### src/rtl/move_pkg.sv
// rtl/move_pkg.sv - shared direction, keycode and state definitions for the sprite move scheduler
package move_pkg;

    typedef enum logic [1:0] {
        DIR_LEFT  = 2'b00,
        DIR_RIGHT = 2'b01,
        DIR_DOWN  = 2'b10,
        DIR_UP    = 2'b11
    } dir_t;

    localparam logic [7:0] KEY_A = 8'h04;
    localparam logic [7:0] KEY_D = 8'h07;
    localparam logic [7:0] KEY_S = 8'h16;
    localparam logic [7:0] KEY_W = 8'h1A;

    localparam int BIT_LEFT  = 0;
    localparam int BIT_RIGHT = 1;
    localparam int BIT_DOWN  = 2;
    localparam int BIT_UP    = 3;

    typedef enum logic [1:0] {
        S_IDLE   = 2'b00,
        S_DELAY  = 2'b01,
        S_REPEAT = 2'b10
    } state_t;

endpackage

### src/rtl/rr_pick4.sv
// rtl/rr_pick4.sv - combinational four-way round-robin picker starting after the last grant
module rr_pick4 (
    input  logic [3:0] req,
    input  logic [1:0] last,
    output logic [1:0] grant_dir,
    output logic       any
);

    logic [1:0] idx;

    // k = 4 wraps back to last itself, so a lone request on the last grant still wins
    always_comb begin
        grant_dir = last;
        any       = 1'b0;
        idx       = last;
        for (int k = 1; k <= 4; k++) begin
            idx = last + 2'(k);
            if (!any && req[idx]) begin
                grant_dir = idx;
                any       = 1'b1;
            end
        end
    end

endmodule

### src/rtl/sprite_move_scheduler.sv
// rtl/sprite_move_scheduler.sv - keycode decode, key-repeat FSM and step handshake for sprite movement
module sprite_move_scheduler
    import move_pkg::*;
#(
    parameter int DELAY_FRAMES = 15,
    parameter int RATE_FRAMES  = 4,
    parameter int CNT_W        = 8
) (
    input  logic       frame_clk,
    input  logic       Reset,
    input  logic [7:0] keycode0,
    input  logic [7:0] keycode1,
    input  logic [7:0] keycode2,
    input  logic [7:0] keycode3,
    input  logic [3:0] edge_block,
    input  logic       step_ready,
    output logic       step_valid,
    output logic [1:0] step_dir,
    output logic       repeat_active
);

    localparam logic [CNT_W-1:0] DELAY_LOAD = CNT_W'(DELAY_FRAMES - 1);
    localparam logic [CNT_W-1:0] RATE_LOAD  = CNT_W'(RATE_FRAMES - 1);

    state_t           state, state_nxt;
    logic [CNT_W-1:0] cnt, cnt_nxt;
    dir_t             rr_last;
    dir_t             issue_dir;
    logic             issue;
    logic [3:0]       held, cancel, eligible, prev_eligible, new_press;
    logic [1:0]       pick_elig_dir, pick_press_dir;
    logic             elig_any, press_any;
    logic             stall;

    function automatic logic key_held(input logic [7:0] code,
                                      input logic [7:0] k0, input logic [7:0] k1,
                                      input logic [7:0] k2, input logic [7:0] k3);
        return (k0 == code) || (k1 == code) || (k2 == code) || (k3 == code);
    endfunction

    always_comb begin
        held[BIT_LEFT]  = key_held(KEY_A, keycode0, keycode1, keycode2, keycode3);
        held[BIT_RIGHT] = key_held(KEY_D, keycode0, keycode1, keycode2, keycode3);
        held[BIT_DOWN]  = key_held(KEY_S, keycode0, keycode1, keycode2, keycode3);
        held[BIT_UP]    = key_held(KEY_W, keycode0, keycode1, keycode2, keycode3);
    end

    // Opposing pairs cancel each other entirely rather than one winning
    assign cancel[BIT_RIGHT:BIT_LEFT] = {2{held[BIT_LEFT] & held[BIT_RIGHT]}};
    assign cancel[BIT_UP:BIT_DOWN]    = {2{held[BIT_DOWN] & held[BIT_UP]}};
    assign eligible  = held & ~cancel & ~edge_block;
    assign new_press = eligible & ~prev_eligible;
    assign stall     = step_valid & ~step_ready;

    rr_pick4 u_pick_elig (
        .req       (eligible),
        .last      (rr_last),
        .grant_dir (pick_elig_dir),
        .any       (elig_any)
    );

    rr_pick4 u_pick_press (
        .req       (new_press),
        .last      (rr_last),
        .grant_dir (pick_press_dir),
        .any       (press_any)
    );

    always_ff @(posedge frame_clk or posedge Reset) begin
        if (Reset) begin
            state         <= S_IDLE;
            cnt           <= '0;
            rr_last       <= DIR_UP;
            prev_eligible <= 4'b0000;
            step_valid    <= 1'b0;
            step_dir      <= 2'b00;
        end else begin
            state         <= state_nxt;
            cnt           <= cnt_nxt;
            prev_eligible <= eligible;
            if (issue) begin
                step_valid <= 1'b1;
                step_dir   <= issue_dir;
                rr_last    <= issue_dir;
            end else if (step_ready) begin
                step_valid <= 1'b0;
            end
        end
    end

    // Releasing every key exits to idle even while stalled; otherwise a stall freezes everything
    always_comb begin
        state_nxt = state;
        cnt_nxt   = cnt;
        issue     = 1'b0;
        issue_dir = dir_t'(pick_elig_dir);
        case (state)
            S_IDLE: begin
                if (!stall && elig_any) begin
                    issue     = 1'b1;
                    cnt_nxt   = DELAY_LOAD;
                    state_nxt = S_DELAY;
                end
            end
            S_DELAY, S_REPEAT: begin
                if (!elig_any) begin
                    state_nxt = S_IDLE;
                    cnt_nxt   = '0;
                end else if (!stall) begin
                    if (press_any) begin
                        issue     = 1'b1;
                        issue_dir = dir_t'(pick_press_dir);
                        cnt_nxt   = DELAY_LOAD;
                        state_nxt = S_DELAY;
                    end else if (cnt == '0) begin
                        issue     = 1'b1;
                        cnt_nxt   = RATE_LOAD;
                        state_nxt = S_REPEAT;
                    end else begin
                        cnt_nxt = cnt - 1'b1;
                    end
                end
            end
            default: begin
                state_nxt = S_IDLE;
                cnt_nxt   = '0;
            end
        endcase
    end

    always_comb begin
        repeat_active = (state == S_REPEAT);
    end

endmodule

### config.mk
export PLATFORM = sky130hd
export DESIGN_NAME = sprite_move_scheduler
export DESIGN_NICKNAME = d
export VERILOG_FILES = /design/src/rtl/move_pkg.sv /design/src/rtl/rr_pick4.sv /design/src/rtl/sprite_move_scheduler.sv
export SDC_FILE = /design/constraint.sdc
export NUM_CORES = 1
export LEC_CHECK = 0
export CORE_UTILIZATION = 32
export DETAILED_ROUTE_END_ITERATION = 10
export DONT_BUFFER_PORTS = 1
export HOLD_SLACK_MARGIN = 0.03
export MAX_ROUTING_LAYER = met4
export PLACE_DENSITY = 0.45
export SKIP_LAST_GASP = 1
export SLEW_MARGIN = 20
export SYNTH_ARGS = -nofsm -noshare
export SYNTH_HDL_FRONTEND = slang
export SYNTH_SLANG_ARGS = --single-unit
### constraint.sdc
create_clock -name frame_clk -period 5.4 [get_ports frame_clk]
set_input_delay 1.08 -clock frame_clk [delete_from_list [all_inputs] [get_ports frame_clk]]
set_output_delay 1.08 -clock frame_clk [all_outputs]
set_load 0.05 [all_outputs]
Word level (Yosys, flattened, before mapping)
Cells that the tools add are included.

Output and inout port bits: 4. Register bits after elaboration: 19. Input bits: 39.

Multiplexer cells: 56. Bitwise operators: 10. Order comparisons: 4. Add/subtract/negate cells: 4. Equal/unequal tests: 21. Reduce and logical (&&, ||, !) cells: 32.

Operators with widths (number): $eq 8x3->1 const B (8); $eq 8x5->1 const B (8); $mux 8 (5); $mux 2 (17); $mux 1 (23); $bmux 1 s2 (8); $pmux 8 s2 (1); $and 4x4->4 (3); $logic_or 1x1->1 (12); $lt 2x3->1 const B (4); $not 4->4 (3); $logic_not 8->1 (1); $sub 8x1->8 const B (1); $logic_and 1x1->1 (7); $logic_not 1->1 (7); $add 2x2->2 const B (2); $ne 4x4->1 const B (1); $pmux 2 s2 (1); $and 1x1->1 (3); $ne 3x3->1 const B (1); $reduce_and 3->1 (1); $add 2x1->2 const B (1); $eq 2x1->1 const B (1); $eq 2x2->1 const B (1); other kinds (7) (7).

Depth between registers and ports, before layout
Gate-level depths: netlist (run 1).

Depth after elaboration: 26. Depth in mapped cells: 11. Depth with buffers taken out: 10.

By module
From an unflattened synthesis (run 1), not the netlist that was laid out.

Cell total of the unflattened synthesis: 189. Area, all modules: 1592.8 um2.

By module, submodules not included: sprite_move_scheduler (cells each 161, area each 1427.6 um2, times used 1, seq. area each 478.0 um2); rr_pick4 (cells each 14, area each 82.6 um2, times used 2, seq. area each 0.0 um2).

Worst setup path before layout (run 1)
OpenSTA, ideal clock, no wires.

Path kind: in2reg. Start: input port keycode3[0]. End: register cnt[0]. Buffers on the path: 2. Data arrival time: 3.505 ns. Setup time: 0.118 ns. Setup slack: 1.777 ns. Required time: 5.282 ns. Stages: 10. Path through: or4_1 > or4b_1 > and4_4 > or3_1 > buf_2 > a41oi_4 > a2bb2oi_1 > buf_2 > a211oi_1 > a21o_1.

Longest elaborated chain between the ends: 23. Elaborated cells between the ends (all ways): 58. Those cells by class: 6 x eq/ne; 28 x mux; 6 x bitwise; 18 x reduce/logical.

RTL lines: from (decl) (line sprite_move_scheduler.sv:14) `input logic [7:0] keycode3,`; $eq 8x3->1 or $eq 8x5->1 (tied branches) (line sprite_move_scheduler.sv:38) `return (k0 == code) || (k1 == code) || (k2 == code) || (k3 == code);`; $logic_or 1x1->1 (line sprite_move_scheduler.sv:38); $and 1x1->1, on equally long branches (line sprite_move_scheduler.sv:49, sprite_move_scheduler.sv:50); $not 4->4 (line sprite_move_scheduler.sv:51) `assign eligible = held & ~cancel & ~edge_block;`; $and 4x4->4 (*) (2 in a row) (line sprite_move_scheduler.sv:51); $and 4x4->4 (line sprite_move_scheduler.sv:52) `assign new_press = eligible & ~prev_eligible;`; $bmux 1 s2 (line rr_pick4.sv:18) `if (!any && req[idx]) begin`; $mux 1 (not written as such) (line rr_pick4.sv:18); [6 not listed]; $mux 1 (line rr_pick4.sv:18); $logic_not 1->1 (line rr_pick4.sv:18); $logic_and 1x1->1 (line rr_pick4.sv:18); $mux 1 (line rr_pick4.sv:18); $mux 8 (line sprite_move_scheduler.sv:110) `if (press_any) begin`; $mux 8 (line sprite_move_scheduler.sv:109) `end else if (!stall) begin`; $mux 8 (line sprite_move_scheduler.sv:106) `if (!elig_any) begin`; $pmux 8 s2 (line sprite_move_scheduler.sv:97) `case (state)`; to (signal assigned) (line sprite_move_scheduler.sv:79) `cnt <= cnt_nxt;`; to (decl) (line sprite_move_scheduler.sv:26) `logic [CNT_W-1:0] cnt, cnt_nxt;`.

Mark *: on every way between the ends. The rest lies on a longest branch, timed or not. The select of a mux whose other input is x is not followed. A chain may end at the register's enable or synchronous reset.

Final worst setup path (run 1)
Start: input port keycode1[5]. End: register cnt[3].

Longest elaborated chain between the ends: 25. Elaborated cells between the ends (all ways): 66. Those cells by class: 6 x eq/ne; 28 x mux; 6 x bitwise; 26 x reduce/logical.

RTL lines: from (decl) (line sprite_move_scheduler.sv:12) `input logic [7:0] keycode1,`; $eq 8x3->1 or $eq 8x5->1 (tied branches) (line sprite_move_scheduler.sv:38); $logic_or 1x1->1 (3 in a row) (line sprite_move_scheduler.sv:38); $and 1x1->1, on equally long branches (line sprite_move_scheduler.sv:49, sprite_move_scheduler.sv:50); $not 4->4 (line sprite_move_scheduler.sv:51); $and 4x4->4 (*) (2 in a row) (line sprite_move_scheduler.sv:51); $and 4x4->4 (line sprite_move_scheduler.sv:52); $bmux 1 s2 (line rr_pick4.sv:18); $mux 1 (not written as such) (line rr_pick4.sv:18); [6 not listed]; $mux 1 (line rr_pick4.sv:18); $logic_not 1->1 (line rr_pick4.sv:18); $logic_and 1x1->1 (line rr_pick4.sv:18); $mux 1 (line rr_pick4.sv:18); $mux 8 (line sprite_move_scheduler.sv:110); $mux 8 (line sprite_move_scheduler.sv:109); $mux 8 (line sprite_move_scheduler.sv:106); $pmux 8 s2 (line sprite_move_scheduler.sv:97).

Marks and branches as above.

==> results of run 1 <==
[worst max path at each step]
stage                start  endpoint  slack, ps  depth (start not counted)
2_1_floorplan  keycode3[0]    cnt[0]       1780                         10
3_3_place_gp   keycode3[0]    cnt[3]       1260                          8
4_1_cts        keycode3[0]    cnt[3]       1430                          8
5_1_grt        keycode3[0]    cnt[3]       1260                          8
3_5_place_dp   keycode3[0]    cnt[3]       1170                          8
6_report       keycode1[5]    cnt[3]       1440                          8
[per-stage QoR]
| stage | total power [mW] | cells | util (%) | worst slack [ps] |
|---|---|---|---|---|
| floorplan | 0.369 | 183 | - | 1780 |
| global placement | 0.402 | 231 | 35.2 | 1260 |
| global route | 0.545 | 235 | 36.2 | 1260 |
| CTS | 0.510 | 235 | 36.2 | 1430 |
| finish | 0.503 | 235 | 36.2 | 1440 |
| detailed placement | 0.405 | 231 | 35.2 | 1170 |
[cell families after synthesis]
| logic type | Yosys count | share of synthesized area [%] |
|---|---|---|
| and+or+nand+nor | 94 | 35.1 |
| AOI/OAI and AO/OA | 43 | 22.1 |
| DFF | 19 | 31.5 |
| buffers and inverters | 17 | 4.45 |
| xor gates and xnor gates | 4 | 2.31 |
| adders and majority gates | 4 | 3.30 |
| muxes | 2 | 1.32 |
[cells in the final DEF (no fill, tap or decap), drive strengths merged, types with 3 or more instances in the layout]
cell    synthesis  routed
o311ai          3       3
o211ai          4       4
clkbuf          1       4
inv            13      13
ha              4       4
nor3            9       9
or4             9       9
nand2          20      20
nor2           12      12
nand3           5       5
nor4            5       5
o21ai           9       9
or3            11      11
o31ai           4       4
xnor2           4       4
o21a            4       4
dfrtp          17      17
nor2b           5       5
nand2b          9       9
a21oi           5       5
[power by group through the flow]
stage               clock network, mW  registers, mW  logic [mW]
finish                          0.102          0.224       0.177
CTS                             0.105          0.225       0.180
detailed placement                  0          0.228       0.178
global placement                    0          0.228       0.173
global route                    0.113          0.228       0.204
floorplan                           0          0.220       0.149
[registers in the layout, summed over array words and instances (netlist names)]
name and count:
state 2, step_valid 1, prev_eligible 4, rr_last 2, step_dir 2, cnt 8
[final cells by class]
type | count | share of cell area (%)
flip-flops and latches | 19 | 29.7
clock buffers | 4 | 2.80
inverters | 13 | 3.03
multi-input cells | 147 | 60.5
well taps | 52 | 4.04
[critical path, stage by stage]
cell       delay [ps]
or3_1             410
nor4_1            440
nor4_1            180
or4_1             590
a41oi_4           320
a2bb2oi_1         730
o21ai_0           190
o311ai_0          150
[cell usage after synthesis, types with 2 or more instances]
| cell type | number | area [sq um] |
|---|---|---|
| o21ai_0 | 7 | 35.0 |
| nor2b_1 | 5 | 31.3 |
| or4_1 | 8 | 60.1 |
| a22o_1 | 2 | 17.5 |
| nand4b_1 | 2 | 17.5 |
| nor4_1 | 5 | 31.3 |
| a21o_1 | 2 | 15.0 |
| ha_1 | 4 | 50.1 |
| inv_1 | 13 | 48.8 |
| o21a_1 | 4 | 30.0 |
| mux2i_1 | 2 | 20.0 |
| dfstp_2 | 2 | 52.6 |
| nor2_1 | 11 | 41.3 |
| o211ai_1 | 4 | 30.0 |
| nand2b_1 | 9 | 56.3 |
| a21oi_1 | 5 | 25.0 |
| or3_1 | 11 | 68.8 |
| dfrtp_1 | 17 | 425 |
| xnor2_1 | 4 | 35.0 |
| nand4_1 | 2 | 12.5 |
| o21ai_1 | 2 | 10.0 |
| buf_2 | 3 | 15.0 |
| nand2_1 | 20 | 75.1 |
| o311ai_1 | 2 | 17.5 |
| o31ai_1 | 4 | 30.0 |
| nand3_1 | 4 | 20.0 |
| o32a_1 | 2 | 20.0 |
| nor3_1 | 9 | 45.0 |
[layer usage]
| layer | global-route usage, % | wire length [microns] | vias to the layer above |
|---|---|---|---|
| met3 | 3.99 | 189 | 4 |
| met2 | 26.7 | 1770 | 30 |
| met4 | 3.33 | 34 | 0 |
| met5 | - | 0 | - |
| li1 | - | - | 683 |
| met1 | 19.4 | 1590 | 672 |
==> results.md, run 1 <==
- Status: complete, but fails checks
- Violated checks: DRC
- Placed inst area: 0.00157 sq mm
- GPL Wtd Cong: 0.872
- Fin area: 0.00161 sq mm
- CTS root buf: clkbuf_8
- Tightest Hold Check Type: reg2reg
- Global-route wire length before repair: 6.24 mm
- Pwr/cell area: 313 mW/mm^2
- Hold Path Origin: cnt[5]
- Hold Path Depth: 1
- Clock Sinks: 19
- Final Max Tran Viols: 0
- Comb power frac: 35.2%
- Cts hold-fix bufs: 0
- Tmin final: 3960 ps
- Nets: 227
- Psw: 0.204 mW
- Multi-input gate area: 973 sq um
- Final setup violation count: 0
- Starting density of the core: 34.2%
- # fillers: 470
- Synthesized instance count: 183
- WL final: 3.59 mm
- Critical path class: in2reg
- Max FO, Critical Path: 12
- Io pins: 43
- Final HPWL DP: 2.89 mm
- Routed WL per cell: 15.3 microns
- First drt pass iteration count: 7
- Seq/Total Area, Yosys: 31.5%
- Final ANT Viol Nets: 0
- Clock Tree Buf Depth: 2
- Async SR Flop Fraction: 100%
- DRT iter0 DRCs: 116
- RSZ-0062 raised after global routing: no
- CTS tree: done
- Fin crit share: 73.3%
- Flop pwr share: 44.6%
- Post-synthesis net count: 226
- Hold Crit Endpoint: cnt[5]
- Clock transition at path regs: 80 ps
- Fmax: 253 MHz
- Worst EP required: 5530 ps
- Vias in the first global route: 1384
- Total global routing track utilization: 15.9%
- Gr ovfl total: 0
- Reg-to-reg startpoint: state[1]
- Sw Ratio: 40.6%
- DIE HEIGHT: 70.9 microns
- Critical Path End Type: flop
- Min Hold Slack: 516 ps
- FF-to-FF End: cnt[3]
- Max_cap viols: 0
- DRC violations left: 8
- DIE WIDTH: 70.9 microns
- EDFF count, synth: 0
- Synth-to-layout area growth: 6.01%
- Register area: 478 sq um
- Arrival @ worst endpoint: 4090 ps
- Worst skew pair latency: 260 ps
- I/O Buffers: 0
- Leakage power: 0.651 nW
- Share of cells above drive strength 1: 7.65%
- Post-CTS Setup Bufs: 0
- Slew @ Worst Pin: 874 ps
- CTS resizes: 0
- Via count: 1389
- Vias per cell: 5.91
- CTS Buf Count: 3
- Worst setup SP type: primary input
- Slew headroom: 41.5%
- Final Hold Fails: 0
- Diode count: 0
- Setup TNS: 0 ps
- Worst r2r path cells: 7
- Yosys warning count: 0
- Initial antenna violation count: 0
- Synth unique cells: 46
- Avg Cell Area, Syn: 8.30 sq um
- Core Rows: 24
- Synth Flop Type: dfrtp_1
- Largest net degree at the start of global routing: 20
- Int Pwr: 0.299 mW
- Power share of the clock group: 20.2%
- Seq cells post-synth: 19
- Core area: 0.00444 sq mm
- Cell Area, Synth: 0.00152 sq mm
- H-tree levels: 1
- Clock skew: 4.30 ps
- Die ar.: 0.00503 sq mm
- VDD IR max: 0.000164 V
- FF-to-FF setup slack: 3040 ps
(Power assumes the default switching activity.)
==> run 2: changes to the inputs <==
--- a/config.mk
+++ b/config.mk
@@ -5,12 +5,13 @@
 export SDC_FILE = /design/constraint.sdc
 export NUM_CORES = 1
 export LEC_CHECK = 0
+export ABC_AREA = 1
 export CORE_UTILIZATION = 32
 export DETAILED_ROUTE_END_ITERATION = 10
 export DONT_BUFFER_PORTS = 1
 export HOLD_SLACK_MARGIN = 0.03
 export MAX_ROUTING_LAYER = met4
-export PLACE_DENSITY = 0.45
+export PLACE_DENSITY = 0.46
 export SKIP_LAST_GASP = 1
 export SLEW_MARGIN = 20
 export SYNTH_ARGS = -nofsm -noshare
==> constraint.sdc (replaced) <==
create_clock -name frame_clk -period 3.3 [get_ports frame_clk]
set_input_delay 0.66 -clock frame_clk [delete_from_list [all_inputs] [get_ports frame_clk]]
set_output_delay 0.66 -clock frame_clk [all_outputs]
set_load 0.05 [all_outputs]
==> results.md, run 2 <==
- Status: complete, but fails checks
- Violated checks: DRC
- CTS tree: done
- Io pins: 43 (unchanged)
- Vias per cell: 4.76 (-20%)
- Fin util: 35.7% (-0.56 points)
- Gr ovfl total: 0 (unchanged)
- Starting density of the core: 33.9% (-0.25 points)
- Core Rows: 29 (+21%)
- Ranking of synthesized cells by area: dfrtp_1 (19%), nand2_1 (19%), inv_1 (10%), nand3_1 (6.8%), nor2_1 (6.5%)
- DIE HEIGHT: 85.0 microns (+20%)
- Yosys top cell area share: 19.3% (-8.7 points)
- Final ANT Viol Nets: 0 (unchanged)
- Clock transition at path regs: 80 ps (about the same)
- Fin crit share: 77.0%
- Post-synthesis net count: 403 (+78%)
- Seq cells post-synth: 19 (unchanged)
- Synth unique cells: 31 (-33%)
- Die ar.: 0.00722 sq mm (+44%)
- Final setup violation count: 0 (unchanged)
- DRT iter0 DRCs: 104 (-10%)
- Worst EP required: 3490 ps (-2040 ps)
- H-tree levels: 1 (unchanged)
- Core area: 0.00649 sq mm (+46%)
- Commonest cells in the synthesized netlist: nand2_1 (113), inv_1 (61), nor2_1 (38)
- Clock skew: 4.31 ps (+0.000830 ps)
- DIE WIDTH: 85.0 microns (+20%)
- Global-route wire length before repair: 8.80 mm (+41%)
- Initial antenna violation count: 0 (unchanged)
- Worst setup SP type: flop
- First drt pass iteration count: 8 (+1)
- Number of flip-flops in the largest register: 8 (unchanged)
- Critical path class: reg2reg
- Synth Flop Type: dfrtp_1
- Post-CTS Setup Bufs: 0 (unchanged)
- Diode count: 0 (unchanged)
- Tmin final: 2540 ps
- Total power: 2.00 mW (+300%)
- Vias in the first global route: 1951 (+41%)
- Critical Path End Type: flop
- DRC violations left: 3 (-5)
- Routed WL per cell: 11.4 microns (-26%)
- Top-count cell post-synth: nand2_1
- Cell Area, Synth: 0.00220 sq mm (+45%)
- EDFF count, synth: 0 (unchanged)
- Async SR Flop Fraction: 100% (unchanged)
- Leakage power: 1.26 nW (+93%)
- Final Hold Fails: 0 (unchanged)
- Most flop-heavy register: cnt
- Tightest Hold Check Type: in2async
- Slew @ Worst Pin: 817 ps (-56.7 ps)
- Commonest non-fill, non-tap cells in the layout: nand2_1 (113), inv_1 (61), nor2_1 (38), nand3_1 (30), nand4_1 (19)
- Largest area contributor in the netlist: dfrtp_1
- Min Hold Slack: 440 ps (-76.0 ps)
- Setup TNS: 0 ps (unchanged)
- Pwr/cell area: 865 mW/mm^2 (+180%)
- Worst skew pair latency: 260 ps (about the same)
- Seq/Total Area, Yosys: 21.7% (-9.8 points)
- Largest registers: cnt: 8 flops, prev_eligible: 4 flops
- Fmax: 394 MHz
- Share of cells above drive strength 1: 14.2% (+6.5 points)
- Max FO, Critical Path: 16 (+4)
- Synth-to-layout area growth: 5.17%
- GPL Wtd Cong: 0.820 (-5.9%)
- Synthesized instance count: 360 (+97%)
- Largest net degree at the start of global routing: 20 (unchanged)
- Commonest non-fill, non-tap cell in the layout: nand2_1
- CTS resizes: 0 (unchanged)
- WL final: 4.97 mm (+38%)
- Via count: 2078 (+50%)
- Final Max Tran Viols: 0 (unchanged)
- Final HPWL DP: 4.15 mm (+44%)
- I/O Buffers: 0 (unchanged)
- Nets: 404 (+78%)
- CTS Buf Count: 3 (unchanged)
- CTS root buf: clkbuf_8
- VDD IR max: 0.000436 V (+170%)
- Yosys warning count: 0 (unchanged)
- Clock Sinks: 19 (unchanged)
- Slew headroom: 45.5% (+3.9 points)
- Cts hold-fix bufs: 0 (unchanged)
- Total global routing track utilization: 15.4% (-0.46 points)
- RSZ-0062 raised after global routing: no
- Clock Tree Buf Depth: 2 (unchanged)
- Max_cap viols: 0 (unchanged)
- Avg Cell Area, Syn: 6.12 sq um (-26%)
- Arrival @ worst endpoint: 2730 ps (-1360 ps)
run 2: cell types whose count changed after synthesis, sizes merged, moves of 5 or more:
cell | before | now
nand2 | 20 | 132
nor4 | 5 | 0
nand2b | 9 | 0
or4 | 9 | 0
or3 | 11 | 0
nand3 | 5 | 36
inv | 13 | 61
nor2 | 12 | 53
nor2b | 5 | 0
xor2 | 0 | 5
nand4 | 2 | 20
run 2: routing by layer:
| metal | up-vias | wire length, microns | GRT usage, % |
|---|---|---|---|
| met2 | 40 | 2200 | 24.3 |
| met3 | 2 | 183 | 2.04 |
| met4 | 0 | 12 | 2.31 |
| met1 | 916 | 2570 | 21.6 |
| met5 | - | 0 | - |
| li1 | 1120 | - | - |
run 2: layout make-up:
type	instances	area, sq um
clock buffer	3	41.3
fill	699	4180
sequential	19	478
multi-input combinational	276	1470
tap	77	96.3
clock inverter	1	5.00
inverter	61	229
run 2: path summary, 6_finish.rpt:
path,from,to,slack (ps),depth (start not counted)
worst max register to register,rr_last[0],cnt[6],760,14
worst min register to register,state[0],state[0],530,2
worst max-delay path,rr_last[0],cnt[6],760,14
worst min-delay path,Reset,prev_eligible[0],440,1
min in group frame_clk,edge_block[0],prev_eligible[0],460,1
max in group asynchronous,Reset,step_dir[0],2350,1
run 2: cells by family (layout without fill, tap and decap cells):
group | count (synthesis) | after routing | synth area share [%]
xor gates and xnor gates | 7 | 7 | 3.12
buffers and inverters | 65 | 65 | 11.7
and+or+nand+nor | 248 | 248 | 57.0
DFF | 19 | 19 | 21.7
adders and majority gates | 4 | 4 | 2.27
AOI/OAI and AO/OA | 17 | 17 | 4.20
run 2: power breakdown:
| part | total [mW] | leakage [nW] | internal (mW) | switching (mW) |
|---|---|---|---|---|
| Sequential | 0.477 | 0.243 | 0.321 | 0.156 |
| Combinational | 1.36 | 0.989 | 0.479 | 0.880 |
| Clock | 0.169 | 0.0255 | 0.0841 | 0.0850 |
| Total | 2.00 | 1.26 | 0.884 | 1.12 |
run 2: metrics by stage:
| stage | setup slack [ps] | instances | area [sq um] |
|---|---|---|---|
| after floorplan | 1000 | 360 | 2200 |
| after global placement | 681 | 433 | 2270 |
| after detailed placement | 685 | 433 | 2270 |
| after CTS | 758 | 437 | 2320 |
| after global routing | 507 | 437 | 2320 |
| final | 760 | 437 | 2320 |
run 2: critical path, stage by stage (launching register included):
cell and delay [ps]:
dfstp_2 760, inv_1 320, nand4_1 220, nand2_1 100
nand2_2 100, nand2_4 80, nor2_8 140, nand3_4 90
nand2_4 100, nand2_4 60, nand2_4 110, nand2_4 70
nor2_2 170, nand2_1 70, o21ai_1 80
